<file path="config.mk">
export PLATFORM = sky130hd
export DESIGN_NAME = fb_read_scheduler
export DESIGN_NICKNAME = d
export VERILOG_FILES = /design/src/rtl/fb_sched_pkg.sv /design/src/rtl/wb_burst_tracker.sv /design/src/rtl/fb_read_scheduler.sv
export SDC_FILE = /design/constraint.sdc
export NUM_CORES = 1
export LEC_CHECK = 0
export BUFFER_PORTS_ARGS = -buffer_cell sky130_fd_sc_hd__buf_2
export CAP_MARGIN = 20
export CORE_AREA = 2 2 108 110
export DETAILED_ROUTE_END_ITERATION = 8
export DIE_AREA = 0 0 110 112
export GPL_ROUTABILITY_DRIVEN = 0
export PLACE_DENSITY = 0.78
export SETUP_SLACK_MARGIN = 0.5
export SLEW_MARGIN = 20
export SYNTH_ARGS = -nofsm -noshare
export SYNTH_HDL_FRONTEND = slang
export SYNTH_SLANG_ARGS = --single-unit
</file>
<file path="constraint.sdc">
create_clock -name clk -period 7.52 [get_ports clk]
set_clock_uncertainty 0.15 [all_clocks]
set_input_delay 0.376 -clock clk [delete_from_list [all_inputs] [get_ports clk]]
set_output_delay 0.376 -clock clk [all_outputs]
set_load 0.02 [all_outputs]
</file>
<file path="src/rtl/fb_sched_pkg.sv">
// Shared types and constants for the framebuffer read scheduler.
package fb_sched_pkg;

  typedef enum logic [1:0] {
    S_IDLE,
    S_CHECK,
    S_BURST,
    S_DRAIN
  } state_e;

  localparam int unsigned WORD_BYTES = 4;

endpackage

</file>
<file path="src/rtl/wb_burst_tracker.sv">
// Counts requests issued and acks returned within one Wishbone burst.
module wb_burst_tracker #(
  parameter int unsigned BURST = 16,
  parameter int unsigned CW    = $clog2(BURST) + 1
) (
  input  logic          clk,
  input  logic          rst,
  input  logic          start,
  input  logic          issue,
  input  logic          ack,
  input  logic [CW-1:0] len,
  output logic          last_c,
  output logic          done_c,
  output logic          empty_c
);

  logic [CW-1:0] issued;
  logic [CW-1:0] outstanding;
  logic [CW-1:0] out_nxt;

  assign out_nxt = outstanding + CW'(issue) - CW'(ack);

  always_ff @(posedge clk) begin
    if (rst || start) begin
      issued      <= '0;
      outstanding <= '0;
    end else begin
      if (issue) issued <= issued + CW'(1);
      outstanding <= out_nxt;
    end
  end

  // empty_c already accounts for this cycle's issue/ack so the bus can be released promptly
  assign last_c  = (issued + CW'(1)) == len;
  assign done_c  = issued == len;
  assign empty_c = out_nxt == '0;

endmodule

</file>
<file path="src/rtl/fb_read_scheduler.sv">
// Sequences Wishbone pipelined burst reads of the framebuffer into the pixel FIFO,
// restarting at pixel 0 on frame_sync.
module fb_read_scheduler
  import fb_sched_pkg::*;
#(
  parameter int unsigned HDISP   = 800,
  parameter int unsigned VDISP   = 480,
  parameter logic [31:0] FB_BASE = 32'h0000_0000,
  parameter int unsigned BURST   = 16
) (
  input  logic        clk,
  input  logic        rst,
  input  logic        frame_sync,
  input  logic        fifo_walmost_full,
  output logic        fifo_write,
  output logic [31:0] fifo_wdata,
  output logic        wb_cyc,
  output logic        wb_stb,
  output logic        wb_we,
  output logic [3:0]  wb_sel,
  output logic [31:0] wb_adr,
  input  logic [31:0] wb_dat_sm,
  input  logic        wb_ack,
  input  logic        wb_stall
);

  localparam int unsigned NPIX = HDISP * VDISP;
  localparam int unsigned IW   = $clog2(NPIX);
  localparam int unsigned CW   = $clog2(BURST) + 1;

  state_e        state_q, state_d;
  logic [IW-1:0] idx_q, idx_d, idx_inc;
  logic          pend_q, pend_d;
  logic [CW-1:0] len_q, len_d, len_c;
  logic [31:0]   rem_c;
  logic          cyc_d, stb_d;
  logic [31:0]   adr_d;
  logic          start;
  logic          accept_c;
  logic          ack_v;
  logic          last_c, done_c, empty_c;

  function automatic logic [31:0] pix_addr(input logic [IW-1:0] i);
    return FB_BASE + 32'(i) * 32'(WORD_BYTES);
  endfunction

  assign wb_we  = 1'b0;
  assign wb_sel = 4'hF;

  assign accept_c = wb_stb && !wb_stall;
  assign ack_v    = wb_ack && ((state_q == S_BURST) || (state_q == S_DRAIN));
  assign idx_inc  = (idx_q == IW'(NPIX - 1)) ? '0 : idx_q + IW'(1);
  assign rem_c    = 32'(NPIX) - 32'(idx_q);
  assign len_c    = (rem_c < 32'(BURST)) ? CW'(rem_c) : CW'(BURST);

  wb_burst_tracker #(
    .BURST(BURST),
    .CW   (CW)
  ) u_tracker (
    .clk    (clk),
    .rst    (rst),
    .start  (start),
    .issue  (accept_c),
    .ack    (ack_v),
    .len    (len_q),
    .last_c (last_c),
    .done_c (done_c),
    .empty_c(empty_c)
  );

  // State, pixel index and registered bus/FIFO outputs
  always_ff @(posedge clk) begin
    if (rst) begin
      state_q    <= S_IDLE;
      idx_q      <= '0;
      pend_q     <= 1'b0;
      len_q      <= '0;
      wb_cyc     <= 1'b0;
      wb_stb     <= 1'b0;
      wb_adr     <= FB_BASE;
      fifo_write <= 1'b0;
      fifo_wdata <= '0;
    end else begin
      state_q    <= state_d;
      idx_q      <= idx_d;
      pend_q     <= pend_d;
      len_q      <= len_d;
      wb_cyc     <= cyc_d;
      wb_stb     <= stb_d;
      wb_adr     <= adr_d;
      fifo_write <= ack_v;
      if (ack_v) fifo_wdata <= wb_dat_sm;
    end
  end

  // Next-state and next-output logic
  always_comb begin
    state_d = state_q;
    idx_d   = idx_q;
    pend_d  = pend_q;
    len_d   = len_q;
    cyc_d   = wb_cyc;
    stb_d   = wb_stb;
    adr_d   = wb_adr;
    start   = 1'b0;

    // A frame_sync mid-stream is deferred until the current burst has drained
    if (frame_sync && (state_q != S_IDLE)) pend_d = 1'b1;

    case (state_q)
      S_IDLE: begin
        if (frame_sync) begin
          idx_d   = '0;
          state_d = S_CHECK;
        end
      end
      S_CHECK: begin
        if (!fifo_walmost_full) begin
          len_d   = len_c;
          start   = 1'b1;
          cyc_d   = 1'b1;
          stb_d   = 1'b1;
          adr_d   = pix_addr(idx_q);
          state_d = S_BURST;
        end
      end
      S_BURST: begin
        if (accept_c) begin
          idx_d = idx_inc;
          adr_d = pix_addr(idx_inc);
          if (last_c) begin
            stb_d   = 1'b0;
            state_d = S_DRAIN;
          end
        end
      end
      S_DRAIN: begin
        if (done_c && empty_c) begin
          cyc_d   = 1'b0;
          state_d = S_CHECK;
          if (pend_q || frame_sync) begin
            idx_d  = '0;
            pend_d = 1'b0;
          end
        end
      end
      default: state_d = S_IDLE;
    endcase
  end

endmodule

</file>
==> results.md, run 1 <==
* Distinct cells, synth at 66
* GR Overflow Total at 0
* Vias at between 4k and 5k
* Peak fanout along the critical path at 34
* # setup viols final at 0
* FF+latch count, synth at 91
* Hold Path Class: input pin to flip-flop
* Worst path bufs/invs at 4
* CTS tree: yes
* Mean post-synth cell area at 7.939 um^2
* Ys flop type: dfxtp_1
* Setup bufs post-CTS at 0
* Max_slew headroom at a little over a fifth
* Cell Chain, Critical Path: ha_1 -> o21ai_2 -> buf_4 -> inv_1 -> ha_1 -> inv_1 -> ha_1 -> inv_1 -> fa_1 -> nor3b_1 -> nand4_1 -> o41ai_4 -> nand2_1 -> o41ai_1
* Final wirelength at about 13000 um
* HPWL Detailed at 8789 um
* P_leak at 2.266 nW
* Slew of the pin with the lowest slew margin at 1.162 ns
* Arr. time, crit path at 5.27 ns
* Final Max Tran Viols at 0
* CP Capture Type: flip-flop
* Achievable Freq at 0.1927 GHz
* Slowest stage delay, CP at 0.71 ns
* Yosys warning count at 0
* Clk slew on worst S/H paths at about 0.07 ns
* Unrepaired setup endpoints after global routing: no
* WS Path Type: flip-flop to flip-flop
* Seq/Total Area, Yosys at 37.01%
* Die H at about 110 um
* Post-route worst setup slack at approximately 2.3 ns
* Setup TNS at 0 ns
* Cell area after synthesis at 4922 um^2
* Total power draw at ~1.8 mW
* First-pass GRT wire length at 20540 um
* Layout cells sized above 1 at 18.42%
* Row cnt at 39
* Vias in the first global route at 4399
* Complex-gate fraction of the synthesized area at 24.30%
* Flop2flop setup slack at 2.33 ns
* Mux contribution to synthesized area at 0.8388%
* Die X at 110 um
* Buffers on Ports at 91
* Hold Violations, Final at 0
* Clock Path Buffers at 2
* Fin area at 5697 um^2
* H-tree levels at 3
* Pwr/cell area at 314.2 nW/um^2
* Worst path slowest cell: inv_1
* Num CTS Buffers at 9
* Antenna cells at 0
* Gate count of the mapped netlist at 620
* Clock sink count at 91
* PostCTS Resize Cnt at 0
* Initial Util at 44.05%
* WL per Instance at between 15 and 20 um
* Total track usage at 20.78%
* Main combinational cell family by area after synthesis: compound AO/OA/AOI/OAI gates
* Asr flop ratio synth at 0%
* Finished Layout Cells at 827
* Largest net degree at the start of global routing at 69
* Placed Area at 5341 um^2
* Worst hold slack at 0.1056 ns
* Antenna violations before repair at 0
* Final net count at 731
* Post-synth EDFFs at 0
* Adder-Cell Fraction of Synth Area at approximately 3.7%
* Largest delay contributor family on the critical path: adder cells
* Worst-Skew Late Latency at 0.35 ns
* Simple logic cell fraction of the synthesized area at 21.30%
* Die Area at 12320 um^2
* Xor/xnor cell area share of the yosys netlist at 4.270%
* Max IR drop VDD at between 0.15 and 0.2 mV
* Boundary Pins at 110
* Min Tclk post-route at 5.190 ns
* Setup crit start kind: flip-flop
* Vias per inst at 5.784
* DRC errors left at 0
* Worst EP required at around 7.6 ns
* Dpl cells at 811
* Max Cap Violations at 0
* Detail Route Antenna Nets at 0
* Area grow syn2layout at 15.73%
* Period utilization at between 60% and 70%
* Status: complete, no violations
* Initial drt markers at 368
* Hold buffer count at CTS at 0
* Root Buffer Master: clkbuf_16
* DP Worst Slack at 2.354 ns
* Drt first pass iters at 7
* Layout Utilization at 50.98%
* Core box area at 11170 um^2
registers in the layout, summed over array words and instances (netlist names):
signal / count
u_tracker.issued: 5
len_q: 5
wb_stb: 1
fifo_write: 1
wb_cyc: 1
state_q: 2
u_tracker.outstanding: 5
idx_q: 19
pend_q: 1
wb_adr: 19
fifo_wdata: 32
routing by layer:
metal | part of all wire, % | GRT usage (%)
met5 | 0 | 0
met4 | 2.6 | 9.198
met3 | 5.2 | 3.689
met2 | 50 | 34.81
met1 | 42 | 25.71
synthesized netlist by cell type, types with 3 or more instances:
cell      number  area share [%]
a21oi_1       58             5.9
nor2_1        38             2.9
nand2b_1       4            0.51
nand4b_1       4            0.71
nor3b_1        3            0.46
or3_1          8             1.0
o31ai_1       13             2.0
clkbuf_1      37             2.8
a31oi_1       10             1.3
o41ai_1       11             2.0
a211oi_1      10             1.5
nand3_1       17             1.7
nand2_1       90             6.9
buf_2          7            0.71
buf_4         18             2.7
xnor2_1        9             1.6
and3_1         7            0.89
ha_1          13             3.3
mux2i_1        3            0.61
and2_1         5            0.64
inv_1         21             1.6
o211ai_1      10             1.5
o21ai_0       44             4.5
xor2_1        15             2.7
nor2b_1        3            0.38
a22oi_1        3            0.46
nor3_1         7            0.71
nand4_1       10             1.3
dfxtp_1       91              37
where the power goes:
group / internal [mW] / switching, mW
registers: 0.557 / 0.0459
logic: 0.218 / 0.430
clock network: 0.338 / 0.201
path summary, 6_finish.rpt:
check	startpoint	end	cells after the start
max	state_q[0]	idx_q[3]	14
min	wb_dat_sm[0]	fifo_wdata[0]	3
max reg2reg	state_q[0]	idx_q[3]	14
min reg2reg	fifo_wdata[23]	fifo_wdata[23]	2
cells in the final DEF, fill, tap and decap left out, drive strengths merged, types with 4 or more instances in the layout:
cell,Yosys,layout
dfxtp,91,91
inv,21,24
buf,28,97
xnor2,9,9
a31oi,10,10
xor2,15,15
o31ai,14,14
conb,2,18
nor3b,4,4
and3,7,7
clkbuf,37,10
a21oi,58,58
or3,8,8
nand2b,4,4
a211oi,10,10
nor3,7,7
nand3,17,17
o211ai,10,10
ha,13,13
nand4,10,10
nor2,38,38
o21ai,46,46
and2,5,5
o41ai,12,12
nand4b,4,4
nand2,90,90
tightest hold or removal path: cells and delay by family:
family,cells,cell delay (ns)
compound gates,1,0.05
simple gates,1,0.04
buf+inv,1,0.09
final cells by class:
class | instances | area [um^2]
sequential | 91 | 1822
timing repair buffer | 97 | 500.5
tap | 143 | 178.9
fill | 1040 | 5478
inverter | 23 | 86.33
clock inverter | 6 | 116.4
multi-input combinational | 457 | 2754
clock buffer | 10 | 239.0
cell families (layout without fill, tap and decap cells):
family	Yosys count	count (layout)
multiplexers	4	4
other	2	18
AO/OA/AOI/OAI	185	185
adder cells (fa/ha/maj)	14	14
AND/OR/NAND/NOR	212	212
buffers and inverters	88	136
XOR/XNOR	24	24
flip-flops	91	91
(Power assumes the default switching activity.)
==> run 2, diff against run 1 <==
- ABC_AREA: default -> 1
- CORE_AREA: 2 2 108 110 -> 2 2 111 113
- DIE_AREA: 0 0 110 112 -> 0 0 113 115
- clock period: 7.52 -> 5.3 ns (I/O delays scaled with it)
==> run 2 against run 1 <==
The run now ends with design-rule violations left. First-iteration DRC count is 15% higher. Synthesized cell count rose by 20%. Largest cell class unchanged. Critical path type unchanged. Cell area increased by 4.5%. Hold slack worse by 0.076 ns. Critical path depth grew 8. Register-to-register slack got worse by 1.3 ns. Cell count is 17% higher. Clock power is 27% higher. Fmax up 21%.
==> results.md, run 2 <==
* Clock sink count at 91 (unchanged)
* Worst EP required at 5.37 ns (-2.23 ns)
* WS Path Type: flip-flop to flip-flop
* GR Overflow Total at 0 (unchanged)
* Distinct cells, synth at 40 (-39%)
* Core box area at 11810 um^2 (+5.7%)
* Buffers on Ports at 91 (unchanged)
* Arr. time, crit path at 4.36 ns (-0.91 ns)
* CTS tree: yes
* Mean post-synth cell area at 7.044 um^2 (-11%)
* WL per Instance at 13.78 um (-11%)
* CP Capture Type: flip-flop
* Pwr/cell area at 598.9 nW/um^2 (+91%)
* Final wirelength at 13280 um (+3.5%)
* Dpl cells at 950 (+17%)
* Worst path bufs/invs at 8 (+4)
* Period utilization at 80.95% (+12 points)
* Ys flop type: dfxtp_1
* Vias in the first global route at 4532 (+3.0%)
* Leading area contributor after synthesis: dfxtp_1
* Most common cell in the netlist: nor2_1
* Unrepaired setup endpoints after global routing: no
* Total track usage at 20.45% (-0.33 points)
* Gate count of the mapped netlist at 745 (+20%)
* P_leak at 2.782 nW (+23%)
* Slowest stage delay, CP at 0.41 ns (-0.30 ns)
* Die H at 115 um (+2.7%)
* Flop2flop setup slack at 1.01 ns (-1.32 ns)
* Area grow syn2layout at 13.45%
* Setup TNS at 0 ns (unchanged)
* Clk slew on worst S/H paths at 0.07 ns (about the same)
* HPWL Detailed at 9429 um (+7.3%)
* Initial drt markers at 423 (+15%)
* Seq/Total Area, Yosys at 34.72% (-2.3 points)
* Min Tclk post-route at 4.290 ns (-0.9003 ns)
* Fill count at 1185 (+14%)
* Boundary Pins at 110 (unchanged)
* Finished Layout Cells at 964 (+17%)
* Detail Route Antenna Nets at 0 (unchanged)
* Yosys warning count at 0 (unchanged)
* Worst path slowest cell: fa_1
* Cell Chain, Critical Path: inv_1 -> ha_1 -> buf_4 -> o21ai_2 -> buf_4 -> inv_1 -> buf_4 -> ha_1 -> inv_1 -> ha_1 -> inv_1 -> fa_1 -> xor2_1 -> nand4_1 -> nor2_2 -> nand3_2 -> nand2_2 -> nand2_4 -> inv_4 -> nand2_1 -> nand2_1 -> a21oi_2
* Most common cell after layout, fill and taps aside: nor2_1
* Layout cells sized above 1 at 21.54% (+3.1 points)
* Row cnt at 40 (+2.6%)
* Slew of the pin with the lowest slew margin at 0.9002 ns (-0.2619 ns)
* Num CTS Buffers at 9 (unchanged)
* Fin area at 5953 um^2 (+4.5%)
* Vias per inst at 5.212 (-9.9%)
* Drt first pass iters at 7 (unchanged)
* H-tree levels at 3 (unchanged)
* Die Area at 13000 um^2 (+5.5%)
* Final Max Tran Viols at 0 (unchanged)
* Asr flop ratio synth at 0% (unchanged)
* Initial Util at 44.43% (+0.38 points)
* Die X at 113 um (+2.7%)
* Most frequent cells in the layout: 129 x nor2_1, 110 x nand2_1, 91 x dfxtp_1, 91 x buf_2, 77 x o21ai_0
* Reg with most FFs: fifo_wdata
* Max Cap Violations at 0 (unchanged)
* Peak fanout along the critical path at 34 (unchanged)
* DRC errors left at 5 (+5)
* Antenna violations before repair at 0 (unchanged)
* Antenna cells at 0 (unchanged)
* FF+latch count, synth at 91 (unchanged)
* Cell area after synthesis at 5248 um^2 (+6.6%)
* Synth area leaders: dfxtp_1 35%, nor2_1 9.2%, nand2_1 7.9%
* Setup crit start kind: flip-flop
* Status: finished with violations
* Hold buffer count at CTS at 0 (unchanged)
* Clock Path Buffers at 2 (unchanged)
* Hold Violations, Final at 0 (unchanged)
* Failing checks: design-rule violations
* Max IR drop VDD at 0.3425 mV (+120%)
* # setup viols final at 0 (unchanged)
* Max_slew headroom at 39.98% (+18 points)
* First-pass GRT wire length at 21760 um (+5.9%)
* Largest delay contributor family on the critical path: buffers and inverters
* Largest regs: fifo_wdata (32), idx_q (19), wb_adr (19)
* Post-synth EDFFs at 0 (unchanged)
* Root Buffer Master: clkbuf_16
* Yosys top cell area share at 34.72% (-2.3 points)
* Most frequent CP cell: inv_1
* Worst-Skew Late Latency at 0.34 ns (about the same)
* Largest net degree at the start of global routing at 78 (+13%)
* Hold Path Class: input pin to flip-flop
* Commonest cells in the synthesized netlist: 129 x nor2_1, 110 x nand2_1, 91 x dfxtp_1
* Placed Area at 5632 um^2 (+5.4%)
* Achievable Freq at 0.2331 GHz (+21%)
* Largest register FFs at 32 (unchanged)
* Final net count at 866 (+18%)
* Vias at 5024 (+5.0%)
run 2: changes by cell type after synthesis, moves of 11 or more:
| cell | before | now |
|---|---|---|
| nand2_1 | 90 | 110 |
| clkbuf_1 | 37 | 14 |
| o31ai_1 | 13 | 0 |
| nand3_1 | 17 | 39 |
| o21ai_0 | 44 | 78 |
| o41ai_1 | 11 | 0 |
| inv_1 | 21 | 66 |
| nor2_1 | 38 | 129 |
| a21oi_1 | 58 | 40 |
run 2: layer usage:
layer	track usage (%)	share of wire, %	up-vias
li1	-	-	2518
met4	7.480	2.3	0
met2	34.33	47	170
met5	0	0	-
met1	26.48	44	2310
met3	3.690	6.0	26
run 2: area by class of cell:
cell class                 count  area, um^2  share of cell area [%]
inverter                      79       302.8                   5.086
clock buffer                  10       239.0                   4.014
timing repair buffer          94       478.0                   8.029
sequential                    91        1822                   30.60
clock inverter                 4       76.32                   1.282
tap                          147       183.9                   3.090
multi-input combinational    539        2851                   47.90
run 2: report_power, final:
group / internal [mW] / switching (mW) / leakage [nW]
registers: 0.887 / 0.260 / 0.745
logic: 0.578 / 1.15 / 1.89
clock network: 0.422 / 0.264 / 0.151
total: 1.89 / 1.68 / 2.78
run 2: path summary, 6_finish.rpt:
path,startpoint,endpoint,cells past startpoint
hold / removal,wb_dat_sm[28],fifo_wdata[28],3
setup reg to reg,state_q[0],idx_q[11],22
setup / recovery,state_q[0],idx_q[11],22
hold reg to reg,len_q[0],len_q[0],2
run 2: tightest hold or removal path: stages:
cell,delay [ns]
buf_2,0.07
o21ai_0,0.07
nor2_1,0.07
run 2: through the flow:
step                hold slack [ns]  utilization, %  total power, mW  worst slack, ns
floorplan                    0.1841               -            2.505            1.562
global placement             0.3066           47.68            2.825            1.050
detailed placement           0.3134           47.68            2.851           0.9084
CTS                         0.02464           50.35            3.552           0.8356
global route                0.03316           50.40            3.832           0.6076
finish                      0.02926           50.40            3.565            1.010
run 2: logic make-up after synthesis:
group / Yosys count / synth area share (%)
fa+ha+maj: 14 / 3.481
buf+inv: 131 / 12.26
simple gates: 342 / 30.54
flops: 91 / 34.72
other cells: 2 / 0.1431
compound gates: 145 / 15.52
xor+xnor: 20 / 3.338
run 2: what timing repair did:
| item | CTS | global route |
|---|---|---|
| endpoints found under the setup margin | 0 | 16 |
| buffers inserted | 0 | 0 |
| resized for setup | 0 | 1 |
==> run 3, diff against run 2 <==
- PLACE_DENSITY: 0.78 -> 0.81
- clock period: 5.3 -> 3.9 ns (I/O delays scaled with it)
==> run 3 against run 2 <==
The flow finishes with violations (design-rule violations, max-capacitance violations, max-slew violations). Combinational power is 53% higher. First-iteration DRC count is 6.6% higher. Power is 42% higher. Register-to-register slack worse by 0.41 ns. Sequential power is 36% higher. Clock power is 24% higher. Count of clock-buffer cells in the layout is 3 higher. Via count is 4.7% higher. Fmax is 30% higher. Non-clock buffer count is 39 higher. Hold slack worse by 0.018 ns. Cell area is 9.0% higher. Largest cell class unchanged. Largest power group unchanged.
==> results.md, run 3 (synthesized netlist as in run 2, its figures left out) <==
* CTS tree: yes
* Start point of the critical path: state_q[0]
* Total track usage at 20.97% (+0.51 points)
* Clock Path Buffers at 2 (unchanged)
* GR Overflow Total at 0 (unchanged)
* Arr. time, crit path at 3.39 ns (-0.97 ns)
* DRC errors left at 5 (unchanged)
* Clk slew on worst S/H paths at 0.07 ns (about the same)
* # setup viols final at 0 (unchanged)
* Critical R2R Launch: state_q[0]
* Largest delay contributor family on the critical path: adder cells
* Fin area at 6487 um^2 (+9.0%)
* Drt first pass iters at 7 (unchanged)
* Vias per inst at 5.211 (about the same)
* Largest net degree at the start of global routing at 55 (-29%)
* Area grow syn2layout at 23.63%
* Max Cap Violations at 1 (+1)
* Final net count at 909 (+5.0%)
* Slowest stage delay, CP at 0.54 ns (+0.13 ns)
* Core box area at 11810 um^2 (unchanged)
* WS Path Type: flip-flop to flip-flop
* Switching part of the total at 48.21% (+1.1 points)
* Vias in the first global route at 4684 (+3.4%)
* Initial drt markers at 451 (+6.6%)
* H-tree levels at 3 (unchanged)
* Cell Chain, Critical Path: inv_4 -> ha_4 -> o21ai_4 -> inv_2 -> ha_4 -> inv_1 -> ha_2 -> inv_2 -> fa_2 -> inv_1 -> nor2_1 -> nand4_1 -> nor2_2 -> nand3_2 -> nand2_4 -> nand2_8 -> o21ai_0 -> a21oi_1
* Pwr/cell area at 780.5 nW/um^2 (+30%)
* P_leak at 2.972 nW (+6.8%)
* Hold Violations, Final at 0 (unchanged)
* Final Max Tran Viols at 5 (+5)
* Period utilization at 84.68% (+3.7 points)
* Worst path slowest cell: fa_2
* Status: finished with violations
* Num CTS Buffers at 9 (unchanged)
* Die H at 115 um (unchanged)
* Fill count at 1073 (-9.5%)
* Net switching power figure at 2.441 mW (+45%)
* Reg power frac at 30.9% (-1.3 points)
* Reg with most FFs: fifo_wdata
* Max_slew headroom at -9.426% (-49 points)
* Die X at 113 um (unchanged)
* WL per Instance at 14.43 um (+4.7%)
* Worst-Skew Late Latency at 0.35 ns (about the same)
* Worst EP required at 3.98 ns (-1.39 ns)
* Antenna violations before repair at 0 (unchanged)
* Hold Path Origin: wb_stall
* Internal power at 2.623 mW (+39%)
* HPWL Detailed at 9466 um (+0.39%)
* Unrepaired setup endpoints after global routing: yes
* Placed Area at 5662 um^2 (+0.53%)
* Clock sink count at 91 (unchanged)
* Slew of the pin with the lowest slew margin at 1.628 ns (+0.7276 ns)
* Setup crit start kind: flip-flop
* Min Tclk post-route at 3.303 ns (-0.9875 ns)
* Layout cells sized above 1 at 23.90% (+2.4 points)
* Clock power frac at 16.9% (-2.3 points)
* Root Buffer Master: clkbuf_16
* CP Capture Type: flip-flop
* Worst path bufs/invs at 5 (-3)
* Achievable Freq at 0.3028 GHz (+30%)
* Combinational Power Share at 52.2% (+3.6 points)
* Setup TNS at 0 ns (unchanged)
* Antenna cells at 0 (unchanged)
* Detail Route Antenna Nets at 0 (unchanged)
* Largest register FFs at 32 (unchanged)
* Failing checks: design-rule violations, max-capacitance violations, max-slew violations
* Most frequent cells in the layout: 129 x nor2_1, 105 x nand2_1, 91 x buf_2
* Largest regs: fifo_wdata (32), idx_q (19), wb_adr (19)
* Final wirelength at 14560 um (+9.6%)
* Vias at 5258 (+4.7%)
* Most common cell after layout, fill and taps aside: nor2_1
* Initial Util at 44.43% (unchanged)
* Hold Path Class: input pin to flip-flop
* First-pass GRT wire length at 22370 um (+2.8%)
* Boundary Pins at 110 (unchanged)
* Die Area at 13000 um^2 (unchanged)
* Peak fanout along the critical path at 8 (-76%)
* Row cnt at 40 (unchanged)
* Buffers on Ports at 91 (unchanged)
* Max IR drop VDD at 0.4599 mV (+34%)
## run 3: cell types whose count changed in the layout (fill, tap and decap cells not counted), sizes merged
| cell | delta |
|---|---|
| clkinv | +1 |
| nand2 | +3 |
| dlygate4sd3 | +33 |
| buf | +6 |
| bufinv | -2 |
| inv | +1 |
| clkbuf | +3 |
## run 3: power groups by stage
| stage | sequential [mW] | clock, mW | combinational, mW |
|---|---|---|---|
| floorplan | 1.54 | 0 | 1.87 |
| global placement | 1.55 | 0 | 2.27 |
| detailed placement | 1.56 | 0 | 2.32 |
| CTS | 1.54 | 0.862 | 2.39 |
| global route | 1.60 | 0.897 | 2.91 |
| finish | 1.56 | 0.854 | 2.64 |
## run 3: per-stage QoR
| stage | power, mW | util [%] | worst slack (ns) | std cells | hold WS (ns) |
|---|---|---|---|---|---|
| 2_1_floorplan | 3.412 | - | 0.5182 | 761 | 0.1141 |
| 6_report | 5.064 | 54.93 | 0.5974 | 1009 | 0.01148 |
| 3_3_place_gp | 3.826 | 47.93 | 0.3924 | 953 | 0.2936 |
| 4_1_cts | 4.790 | 53.25 | 0.5037 | 1001 | 0.0007191 |
| 3_5_place_dp | 3.883 | 47.93 | 0.2615 | 953 | 0.3018 |
| 5_1_grt | 5.409 | 54.93 | 0.4708 | 1009 | 0.04825 |
## run 3: repair_timing
item                                   4_1_cts  5_1_grt
resized for setup                            3       30
gates cloned                                 0        4
setup buffers                                0        3
hold buffers                                32        1
endpoints found under the hold margin       34        1
setup endpoints to repair                   19       22
pin swaps                                    0       10
## run 3: tightest hold or removal path, cell delays in order
cell	delay (ns)
buf_2	0.10
nor2_4	0.06
a21oi_1	0.11
## run 3: worst paths after layout
path / endpoint / slack [ns] / cells past startpoint
max: idx_q[15] / 0.60 / 18
min: u_tracker.issued[2] / 0.01 / 3
max reg2reg: idx_q[15] / 0.60 / 18
min reg2reg: fifo_wdata[4] / 0.32 / 2
## run 3: cell type report
cell class	instances	area, um^2	area share [%]
well taps	147	183.9	2.835
flip-flops and latches	91	1826	28.14
multi-input cells	542	2998	46.21
clock buffers	13	270.3	4.166
repair buffers	133	865.8	13.35
repair inverters	1	8.758	0.1350
inverters	79	314.1	4.841
clock inverters	3	21.27	0.3279
## run 3: routing by layer
layer  vias up  track usage [%]  routed length [um]
met5         -                0                   0
met4         0            7.398                 287
met3        34            4.323                 994
met2       214            35.61                7004
met1      2403            26.58                6273
li1       2607                -                   -
